### config.mk
export PLATFORM = sky130hd
export DESIGN_NAME = request_encoder_32_to_5
export DESIGN_NICKNAME = d
export VERILOG_FILES = /design/src/rtl/request_encoder_pkg.sv /design/src/rtl/request_encoder_32_to_5_penc.sv /design/src/rtl/request_encoder_32_to_5.sv
export SDC_FILE = /design/constraint.sdc
export NUM_CORES = 1
export LEC_CHECK = 0
export BUFFER_PORTS_ARGS = -buffer_cell sky130_fd_sc_hd__buf_2
export CELL_PAD_IN_SITES_DETAIL_PLACEMENT = 0
export CELL_PAD_IN_SITES_GLOBAL_PLACEMENT = 2
export CORE_UTILIZATION = 26
export DETAILED_ROUTE_END_ITERATION = 12
export PLACE_DENSITY = 0.65
export SETUP_SLACK_MARGIN = 0.1
export SLEW_MARGIN = 20
export SYNTH_ARGS = -nofsm -noshare
export SYNTH_HDL_FRONTEND = slang
export SYNTH_SLANG_ARGS = --single-unit
### constraint.sdc
create_clock -name clk -period 6.8 [get_ports clk]
set_input_delay 0.68 -clock clk [delete_from_list [all_inputs] [get_ports clk]]
set_output_delay 0.68 -clock clk [all_outputs]
set_load 0.02 [all_outputs]
### src/rtl/request_encoder_pkg.sv
// Shared constants and state type for the request encoder.
// Also hosts the 8-line lowest-set-bit helper.
package request_encoder_pkg;

  localparam int N_LINES = 32;
  localparam int IDX_W   = 5;

  typedef enum logic {
    S_IDLE,
    S_DRAIN
  } enc_state_t;

  // Lowest set bit of an 8-line group; 0 when empty.
  function automatic logic [2:0] pe8(input logic [7:0] v);
    logic [2:0] r;
    r = 3'd0;
    for (int i = 7; i >= 0; i--) begin
      if (v[i]) r = 3'(i);
    end
    return r;
  endfunction

endpackage

### src/rtl/request_encoder_32_to_5_penc.sv
// Lowest-first 32-to-5 priority encoder.
// Four 8-to-3 stages feed a 4-to-2 group select.
module priority_encoder_32_to_5
  import request_encoder_pkg::*;
(
  input  logic [31:0] in,
  output logic [4:0]  idx,
  output logic        any
);

  logic [3:0] g_any;
  logic [2:0] g_lo [4];
  logic [1:0] grp;

  // Per-group presence and local lowest index.
  always_comb begin
    for (int g = 0; g < 4; g++) begin
      g_any[g] = |in[g*8 +: 8];
      g_lo[g]  = pe8(in[g*8 +: 8]);
    end
  end

  // Pick the lowest non-empty group.
  always_comb begin
    grp = 2'd0;
    if (g_any[0])      grp = 2'd0;
    else if (g_any[1]) grp = 2'd1;
    else if (g_any[2]) grp = 2'd2;
    else if (g_any[3]) grp = 2'd3;
  end

  assign any = |g_any;
  assign idx = {grp, g_lo[grp]};

endmodule

### src/rtl/request_encoder_32_to_5.sv
// Sequential request encoder: accepts a 32-bit vector,
// then emits each set bit index, lowest first, one per beat.
module request_encoder_32_to_5
  import request_encoder_pkg::*;
(
  input  logic        clk,
  input  logic        rst,
  input  logic        ena,
  input  logic        req_valid,
  output logic        req_ready,
  input  logic [31:0] req_bits,
  output logic        out_valid,
  input  logic        out_ready,
  output logic [4:0]  out_index,
  output logic        out_last,
  output logic        busy
);

  enc_state_t  state_q, state_d;
  logic [31:0] pending_q, pending_d;
  logic [4:0]  pe_idx;
  logic        pe_any;
  logic        in_drain;
  logic        single;

  priority_encoder_32_to_5 u_penc (
    .in  (pending_q),
    .idx (pe_idx),
    .any (pe_any)
  );

  assign in_drain  = (state_q == S_DRAIN);
  assign single    = pe_any &
                     ((pending_q & (pending_q - 32'd1)) == 32'd0);
  assign req_ready = ~rst & ena & ~in_drain;
  assign out_valid = ~rst & ena & in_drain;
  assign busy      = ~rst & in_drain;
  assign out_index = out_valid ? pe_idx : 5'd0;
  assign out_last  = out_valid & single;

  // Next state: load on non-empty accept, clear served bit on transfer.
  always_comb begin
    state_d   = state_q;
    pending_d = pending_q;
    if (req_valid & req_ready & (|req_bits)) begin
      pending_d = req_bits;
      state_d   = S_DRAIN;
    end
    if (out_valid & out_ready) begin
      pending_d = pending_q & ~(32'd1 << pe_idx);
      if (single) state_d = S_IDLE;
    end
  end

  // State registers with synchronous reset.
  always_ff @(posedge clk) begin
    if (rst) begin
      state_q   <= S_IDLE;
      pending_q <= 32'd0;
    end else begin
      state_q   <= state_d;
      pending_q <= pending_d;
    end
  end

endmodule

==> impl_results.md, run 1 <==
- Std cell rows: 36
- Critical Path Fanout Max: 8
- Leak Pwr: 1.23 nW
- Setup CP Type: flip-flop to output port
- H-tree levels: 2
- Net count reported at finish: 402
- Sw Share: 40.0%
- Synth Flop Type: dfxtp_1
- Chip width: 104 µm
- ANT cells: 0
- CTS buffer count: 5
- CTS sink count: 33
- Outcome: complete, no violations
- Place WS: 3570 ps
- Synth cell types: 52
- RSZ-0062 raised after global routing: no
- PnR worst setup slack: 3180 ps
- R2r worst-path depth: 6
- Die height: 104 µm
- Overall power: 587 µW
- IO buf count: 45
- Post-synthesis compound-gate area fraction: between 20% and 30%
- Post-Syn Nets: between 300 and 400
- Hold_ws: 550 ps
- Total Neg Setup Slack: 0 ps
- Die area: 0.0107 mm²
- Fraction of layout cells with a size suffix above 1: 18.9%
- Residual DRC count: 0
- Area growth, synth to finish: 12.4%
- Period utilisation layout: 53.3%
- Worst hold path depth: 2
- DR WL/cell: 20.2 µm
- Synth top area cells: dfxtp_1 25%, mux2i_1 11%, o22ai_1 5.1%, nor2_1 4.2%, nand2_1 4.1%
- Hold crit path type: flip-flop to flip-flop
- FFs w/ async S/R, synth: 0%
- Vias in the first global route: roughly 2800
- Max Clock Skew: approximately 3.7 ps
- Pwr Density: 194 mW/mm²
- Yosys reg bits: 33
- Setup bufs post-CTS: 0
- Gate power share: a little over a third
- CORE AREA: 0.00991 mm²
- Setup crit end kind: output port
- Post-CTS Hold Buffers: 0
- Max Cap Violations: 0
- Overall routed net length: 10100 µm
- Mux cell area share after synthesis: 11.6%
- Pint: 352 µW
- Crit path required time: 6120 ps
- Starting Density: 27.1%
- Crit path launch type: flip-flop
- Warning count from the yosys run: 0
- Total global routing overflow: 0
- XOR/XNOR Fraction of Synth Area: 0%
- CTS root buffer: clkbuf_8
- Wl on met1: 4800 µm
- Worst skew pair latency: approximately 300 ps
- Post-Synthesis Cells: 341
- Placer congestion estimate: 0.783
- I/O pins: 46
- Initial antenna violation count: 0
- Antenna Nets Post-Route: 0
- Area leader, netlist: dfxtp_1
- Max Slew Vio Count: 0
- Switching pwr: ~240 µW
- Routed met3 length: 689 µm
- Clk pwr share: a little over a quarter
- Post-DP HPWL: ~7300 µm
- Mapped Avg Cell Area: about 7.9 µm²
- 1st-iter DRT viols: 155
- Worst ir drop on vdd: 66.9 µV
- Met2 WL: 4420 µm
- Sequential share of the synthesized area: 24.6%
- Drt pass-1 iters: 4
- Post-Synth Adder-Cell Area: 0%
- # resized after CTS: 0
- Tightest Pin Transition: 972 ps
- Synth Area in Simple Gates: between 20% and 30%
- Largest net degree at the start of global routing: 35
- DR vias/cell: 5.77
- Via count: roughly 2900
- CTS Buffer Depth: 2
- Reg clk slew, reported paths: roughly 70 ps
- Crit path time final: 3620 ps
- Mapped Area: ~0.0027 mm²
- Final design utilization: 30.5%
- Most common cell in the netlist: dfxtp_1
- Sequential share of power: 37.1%
- Fmax: 276 MHz
- GRT Util Overall: a little under a fifth
- CTS tree: done
- Largest family of logic cells by synthesized area: compound AO/OA/AOI/OAI gates
- Yosys top cell area share: about a quarter
- Slew headroom: between 30% and 40%
- WP data arrival: 2940 ps
- Highest Signal Layer: met4
- Setup violations, final: 0
- First-pass GRT wire length: between 15000 and 20000 µm
- EDFF count, synth: 0
- Top cells by count, synth: 33 x dfxtp_1, 30 x mux2i_1, 30 x nor2_1, 29 x nand2_1, 22 x o22ai_1
- Final hold violations: 0
-- cells in the final DEF, fill, tap and decap left out, types with 6 or more instances in the layout --
cell type | synthesis | routed
nor2_1 | 30 | 30
inv_1 | 11 | 11
a21oi_1 | 14 | 14
nand2_1 | 29 | 29
o21ai_0 | 15 | 15
nand3_1 | 6 | 6
buf_2 | 12 | 45
dfxtp_1 | 33 | 33
o22ai_1 | 22 | 22
o32ai_1 | 10 | 10
o31ai_1 | 6 | 6
nor3_1 | 9 | 9
mux2i_1 | 30 | 30
a211oi_1 | 12 | 12
nor4_1 | 10 | 10
nand4_1 | 9 | 9
clkbuf_8 | 0 | 6
-- registers in the layout, summed over array words and instances, names as in the netlist --
signal     count
in_drain       1
pending_q     32
-- logic make-up after synthesis --
kind of cell / count (synthesis)
AO/OA/AOI/OAI: 111
AND/OR/NAND/NOR: 125
buffers and inverters: 41
multiplexers: 31
flip-flops: 33
-- worst max-delay path, cell delays in order, from the launching register on --
cell and delay (ps):
dfxtp_1 390, nor4_4 440, nand4_1 370, o21ai_0 330, nand4_1 130, nor4_1 570
and3_1 250, buf_2 160
-- metal layers --
layer / vias up / track usage, %
met1: 1400 / 26.3
met5: - / 0
li1: 1376 / -
met2: 87 / 30.0
met4: 0 / 4.29
met3: 12 / 3.02
-- worst paths after layout --
check               startpoint             to  slack (ps)
setup / recovery  pending_q[0]       out_last        3180
hold / removal    pending_q[1]   pending_q[1]         550
setup reg to reg  pending_q[6]  pending_q[16]        3900
hold reg to reg   pending_q[1]   pending_q[1]         550
-- power groups by stage --
stage / Clock [mW] / Sequential, mW / Combinational (mW)
after floorplan: 0 / 0.212 / 0.150
after global placement: 0 / 0.222 / 0.209
after detailed placement: 0 / 0.222 / 0.206
after CTS: 0.165 / 0.218 / 0.206
after global routing: 0.175 / 0.220 / 0.223
final: 0.161 / 0.218 / 0.208
-- area by class of cell --
cell class	instances	area [µm²]
fillers	1115	6890
multi-input cells	267	1830
flip-flops and latches	33	661
repair buffers	47	240
well taps	133	166
clock buffers	7	86.3
inverters	11	41.3
-- metrics by stage --
step | instances | cell area [µm²]
final | 498 | 3020
after global routing | 498 | 3020
after CTS | 498 | 3020
after detailed placement | 491 | 2940
after global placement | 491 | 2940
after floorplan | 341 | 2690
No activity file was read; power rests on OpenSTA's default activity.
==> run 2: changes to the inputs <==
- ABC_AREA: default -> 1
- PLACE_DENSITY: 0.65 -> 0.76
- clock period: 6.8 -> 3.2 ns (I/O delays scaled with it)
==> run 2 against run 1 <==
Die area rose by 5.8%. Power rose by 130%. Critical path depth rose by 5. Flip-flop and latch count did not move. Sequential share of layout area fell by 1.8 points. Clock power rose by 100%. Highest routed layer unchanged. Clock skew rose by 4.4 ps. Synthesized cell count rose by 53%. Clock-buffer cell count fell by 1.
==> impl_results.md, run 2 <==
- Outcome: complete, no violations
- Post-DP HPWL: roughly 7900 µm
- Die height: 107 µm
- Hold crit path type: input pin to flip-flop
- WP data arrival: roughly 2400 ps
- First-pass GRT wire length: 16500 µm
- Max Slew Vio Count: 0
- Residual DRC count: 0
- Hold_ws: 326 ps
- Max Clock Skew: 8.03 ps
- CTS buffer count: 5
- Non-filler instance count after layout: 698
- Most common cell in the netlist: nand2_1
- Chip width: 107 µm
- Setup crit end kind: output port
- Area growth, synth to finish: 15.5%
- Commonest cells after routing, fill and taps aside: 147 x nand2_1, 122 x nor2_1, 45 x buf_2, 43 x inv_1, 43 x nand3_1
- Pwr Density: 417 mW/mm²
- Area of the multi-input gates: approximately 0.0019 mm²
- RSZ-0062 raised after global routing: no
- Period utilisation layout: ~83%
- Slowest stage delay, CP: around 390 ps
- Post-Syn Nets: 560
- Crit-path cells: nor2_1 > nand2_1 > nor2_4 > nand2_2 > nand2_1 > nand2_1 > nor2_1 > nand2_1 > nor2_1 > nand3_1 > nor2_1 > buf_2
- DR vias/cell: 4.72
- 1st-iter DRT viols: roughly 170
- Worst ir drop on vdd: 135 µV
- Fmax: 375 MHz
- Yosys top cell area share: between 20 and 25%
- CTS Buffer Depth: 2
- Mapped Avg Cell Area: 5.44 µm²
- Crit path required time: 2880 ps
- PnR worst setup slack: 530 ps
- Overall power: 1.37 mW
- Placed cells: 690
- Overall routed net length: roughly 10000 µm
- Post-Synthesis Cells: 523
- Buf+Inv Stages, Crit Path: 1
- Net count reported at finish: 598
- CTS sink count: 33
- Yosys reg bits: 33
- Flop-to-flop setup slack: ~1200 ps
- Fill count: 1231
- Critical Path Fanout Max: 6
- Worst skew pair latency: approximately 290 ps
- Commonest non-fill, non-tap cell in the layout: nand2_1
- Initial antenna violation count: 0
- Crit path launch type: flip-flop
- Via count: ~3300
- Post-CTS Hold Buffers: 0
- CP max-delay cell: dfxtp_1
- Largest net degree at the start of global routing: 55
- Crit path max-delay family: simple AND/OR/NAND/NOR gates
- GRT Util Overall: 18.7%
- Total global routing overflow: 0
- Place WS: 731 ps
- Warning count from the yosys run: 0
- FFs w/ async S/R, synth: 0%
- Fraction of layout cells with a size suffix above 1: 16.2%
- DR WL/cell: about 14 µm
- Vias in the first global route: 3241
- Sequential share of the synthesized area: 23.2%
- Synth Flop Type: dfxtp_1
- Setup CP Type: flip-flop to output port
- Mapped Area: 0.00285 mm²
- Tightest Pin Transition: between 700 and 800 ps
- Top cells by count, synth: 148 x nand2_1, 122 x nor2_1, 43 x inv_1, 43 x nand3_1, 38 x o21ai_0
- Reg clk slew, reported paths: roughly 80 ps
- Starting Density: between 20% and 30%
- Antenna Nets Post-Route: 0
- Crit path time final: 2670 ps
- CTS tree: done
- Synth cell types: 29
- CORE AREA: between 0.01 and 0.015 mm²
- Total Neg Setup Slack: 0 ps
- Std cell rows: 37
- FF/Latch Area: 661 µm²
- Reg-to-Reg Start: pending_q[5]
- I/O pins: 46
- Placer congestion estimate: 0.855
- Synth top area cells: dfxtp_1 23%, nand2_1 20%, nor2_1 16%, nand3_1 7.6%, o21ai_0 6.7%
- Final hold violations: 0
- EDFF count, synth: 0
- CTS root buffer: clkbuf_8
- Worst hold start: req_bits[0]
- Max reg flops: 32
- Top reg by flops: pending_q
- # resized after CTS: 0
- Setup violations, final: 0
- IO buf count: 45
- Slew headroom: 51.6%
- Die area: 0.0114 mm²
- ANT cells: 0
- H-tree levels: 2
- Max Cap Violations: 0
- Worst Setup SP: pending_q[5]
- Setup bufs post-CTS: 0
- Drt pass-1 iters: 5
- Leak Pwr: 1.71 nW
- Area leader, netlist: dfxtp_1
-- run 2: final cells by class --
| cell class | count | share of cell area [%] |
|---|---|---|
| Tap cell | 136 | 5.18 |
| Sequential cell | 33 | 20.1 |
| Clock inverter | 2 | 0.305 |
| Timing Repair Buffer | 51 | 8.60 |
| Inverter | 47 | 5.37 |
| Multi-Input combinational cell | 423 | 58.2 |
| Clock buffer | 6 | 2.21 |
-- run 2: path summary, 6_finish.rpt --
check | endpoint | cells after the start
hold reg to reg | in_drain | 4
setup reg to reg | in_drain | 12
setup / recovery | out_last | 12
hold / removal | pending_q[0] | 3
-- run 2: tightest hold or removal path: stages --
cell	delay, ps
buf_2	90
o21ai_0	80
nor2_1	90
-- run 2: logic make-up (layout without fill, tap and decap cells) --
logic type             Yosys count  count (layout)  share of synthesized area [%]
AOI/OAI and AO/OA               67              67                           12.8
buffers and inverters           67             106                           9.59
DFF                             33              33                           23.2
and+or+nand+nor                356             356                           54.4
-- run 2: metrics by stage --
stage               util [%]  cell area [µm²]
finish                  31.4             3290
global route            31.4             3290
CTS                     31.4             3290
detailed placement      30.6             3200
global placement        30.6             3200
floorplan                  -             2850
-- run 2: where the power goes --
group	leakage [nW]	internal, mW	switching [mW]
clock	0.0450	0.151	0.173
combinational	1.40	0.186	0.378
sequential	0.271	0.440	0.0406
total	1.71	0.777	0.592
-- run 2: per-layer routing --
| layer | global-route usage [%] | routed length [µm] | share of wire [%] |
|---|---|---|---|
| met1 | 25.3 | 4830 | 48 |
| met2 | 30.9 | 4590 | 46 |
| met3 | 2.80 | 516 | 5.1 |
| met4 | 4.60 | 111 | 1.1 |
| met5 | 0 | 0 | 0 |
==> run 3: changes to the inputs <==
- ABC_AREA: 1 -> 0
- PLACE_DENSITY: 0.76 -> 0.67
- clock period: 3.2 -> 2.25 ns (I/O delays scaled with it)
==> run 3 against run 2 <==
The run now ends with setup timing left. Critical path depth shrank 2. Combinational power increased by 140%. Largest power group unchanged. Worst setup slack worse by 990 ps. Clock skew grew 1.2 ps. Non-clock buffer count grew 107. Routed wire length up 15%. Utilization grew 14 points.
==> impl_results.md, run 3 (synthesized netlist as in run 1, its figures left out) <==
- Drt pass-1 iters: 4
- Crit path launch type: flip-flop
- Pwr Density: 544 mW/mm²
- Fraction of layout cells with a size suffix above 1: 50.6%
- Critical Path Fanout Max: 5
- Die height: 104 µm
- GRT Util Overall: 21.7%
- Sw Share: between 30% and 40%
- PnR worst setup slack: -463 ps
- WP data arrival: about 2500 ps
- Hold crit path type: input pin to flip-flop
- CTS buffer count: 5
- Pint: between 1 and 1.5 mW
- Overall routed net length: 11600 µm
- Outcome: finished with violations
- Gate power share: 54.3%
- Max Slew Vio Count: 0
- DR vias/cell: approximately 5.4
- Via count: 3290
- Crit path time final: 2710 ps
- Setup CP Type: flip-flop to output port
- Highest Signal Layer: met4
- Net count reported at finish: 513
- Max Cap Violations: 0
- Worst hold path depth: 3
- Crit Reg-Reg Endpoint: pending_q[14]
- Tightest Pin Transition: approximately 660 ps
- Residual DRC count: 0
- Commonest cells after routing, fill and taps aside: 94 x buf_4, 40 x buf_2, 30 x mux2i_1, 28 x nor2_1
- Final hold violations: 0
- Post-route cell area: 0.00449 mm²
- Max reg flops: 32
- RSZ-0062 raised after global routing: yes
- Commonest non-fill, non-tap cell in the layout: buf_4
- Worst skew pair latency: 300 ps
- Setup violations, final: 31
- CTS Buffer Depth: 2
- Final design utilization: a little under half
- Initial antenna violation count: 0
- Max Clock Skew: ~9.2 ps
- Setup crit end kind: output port
- I/O pins: 46
- Switching pwr: 970 µW
- Placer congestion estimate: 0.932
- Flop-to-flop setup slack: -260 ps
- Die area: 0.0107 mm²
- Hold endpoint: pending_q[0]
- CORE AREA: 0.00991 mm²
- H-tree levels: 2
- Total global routing overflow: 0
- Routed met3 length: a little over 600 µm
- Non-filler instance count after layout: 609
- IO buf count: 45
- Vias in the first global route: 3369
- 1st-iter DRT viols: between 200 and 250
- Area growth, synth to finish: 67.1%
- CTS tree: done
- Post-DP HPWL: 8660 µm
- Placed Area: 0.00368 mm²
- Wl on met1: 5240 µm
- Worst ir drop on vdd: 264 µV
- R2r worst-path depth: 9
- Starting Density: 27.1%
- Leak Pwr: ~1.9 nW
- Crit path required time: about 2000 ps
- Slew headroom: 55.0%
- CTS sink count: 33
- Met2 WL: 5420 µm
- Chip width: 104 µm
- Top reg by flops: pending_q
- Clk pwr share: 19.8%
- Sequential share of power: around 26%
- Reg-to-Reg Start: pending_q[12]
- Std cell rows: 36
- Reg clk slew, reported paths: about 70 ps
- First-pass GRT wire length: 18400 µm
- Period utilisation layout: 121%
- CTS root buffer: clkbuf_8
- Antenna Nets Post-Route: 0
- Failing checks: setup timing
- Placed cells: 581
- ANT cells: 0
- Worst hold start: req_bits[0]
- Fmax: 369 MHz
- DR WL/cell: 19.0 µm
- Largest net degree at the start of global routing: 18
-- run 3: worst max-delay path, cell delays in order, from the launching register on --
cell and delay (ps):
dfxtp_2 340, nor4_4 330, buf_4 180, and4_2 300
buf_4 130, a41o_1 160, nand4_1 100, nor4_2 190
buf_4 160, and3_4 190, buf_6 110
-- run 3: per-layer routing --
metal	up-vias	GRT usage (%)
met5	-	0
met4	0	9.18
met3	21	2.71
met2	90	35.0
met1	1581	29.2
li1	1598	-
-- run 3: timing repair --
| item | 4_1_cts | 5_1_grt |
|---|---|---|
| pin swaps | 23 | 19 |
| hold buffers | 0 | 0 |
| resized for setup | 87 | 35 |
| setup endpoints to repair | 34 | 34 |
| setup buffers | 16 | 8 |
-- run 3: power by group through the flow --
stage | logic [mW] | registers (mW) | clock network, mW
after floorplan | 0.461 | 0.640 | 0
after global placement | 0.906 | 0.644 | 0
after detailed placement | 0.904 | 0.645 | 0
after CTS | 1.17 | 0.632 | 0.484
after global routing | 1.40 | 0.636 | 0.505
final | 1.33 | 0.633 | 0.483
-- run 3: final cells by class --
| cell class | instances | area [µm²] |
|---|---|---|
| multi-input cells | 267 | 2310 |
| clock buffers | 7 | 86.3 |
| flip-flops and latches | 33 | 668 |
| inverters | 11 | 41.3 |
| well taps | 133 | 166 |
| fillers | 996 | 5420 |
| repair buffers | 158 | 1220 |
-- run 3: worst max path at each step --
| stage | startpoint | to | slack, ps | cells past startpoint |
|---|---|---|---|---|
| after CTS | pending_q[15] | out_last | -480 | 10 |
| final | pending_q[12] | out_last | -460 | 10 |
| after detailed placement | pending_q[12] | out_last | -310 | 10 |
| after global placement | pending_q[16] | pending_q[10] | -290 | 7 |
| after floorplan | pending_q[16] | out_index[0] | 100 | 6 |
| after global routing | pending_q[12] | out_last | -580 | 10 |
-- run 3: through the flow --
stage	hold slack (ps)	setup TNS, ps	setup slack, ps	power (mW)
global placement	482	-2710	-289	1.55
floorplan	365	0	99.6	1.10
finish	186	-4450	-463	2.44
detailed placement	493	-3520	-307	1.55
CTS	191	-3130	-483	2.28
global route	233	-6920	-582	2.54
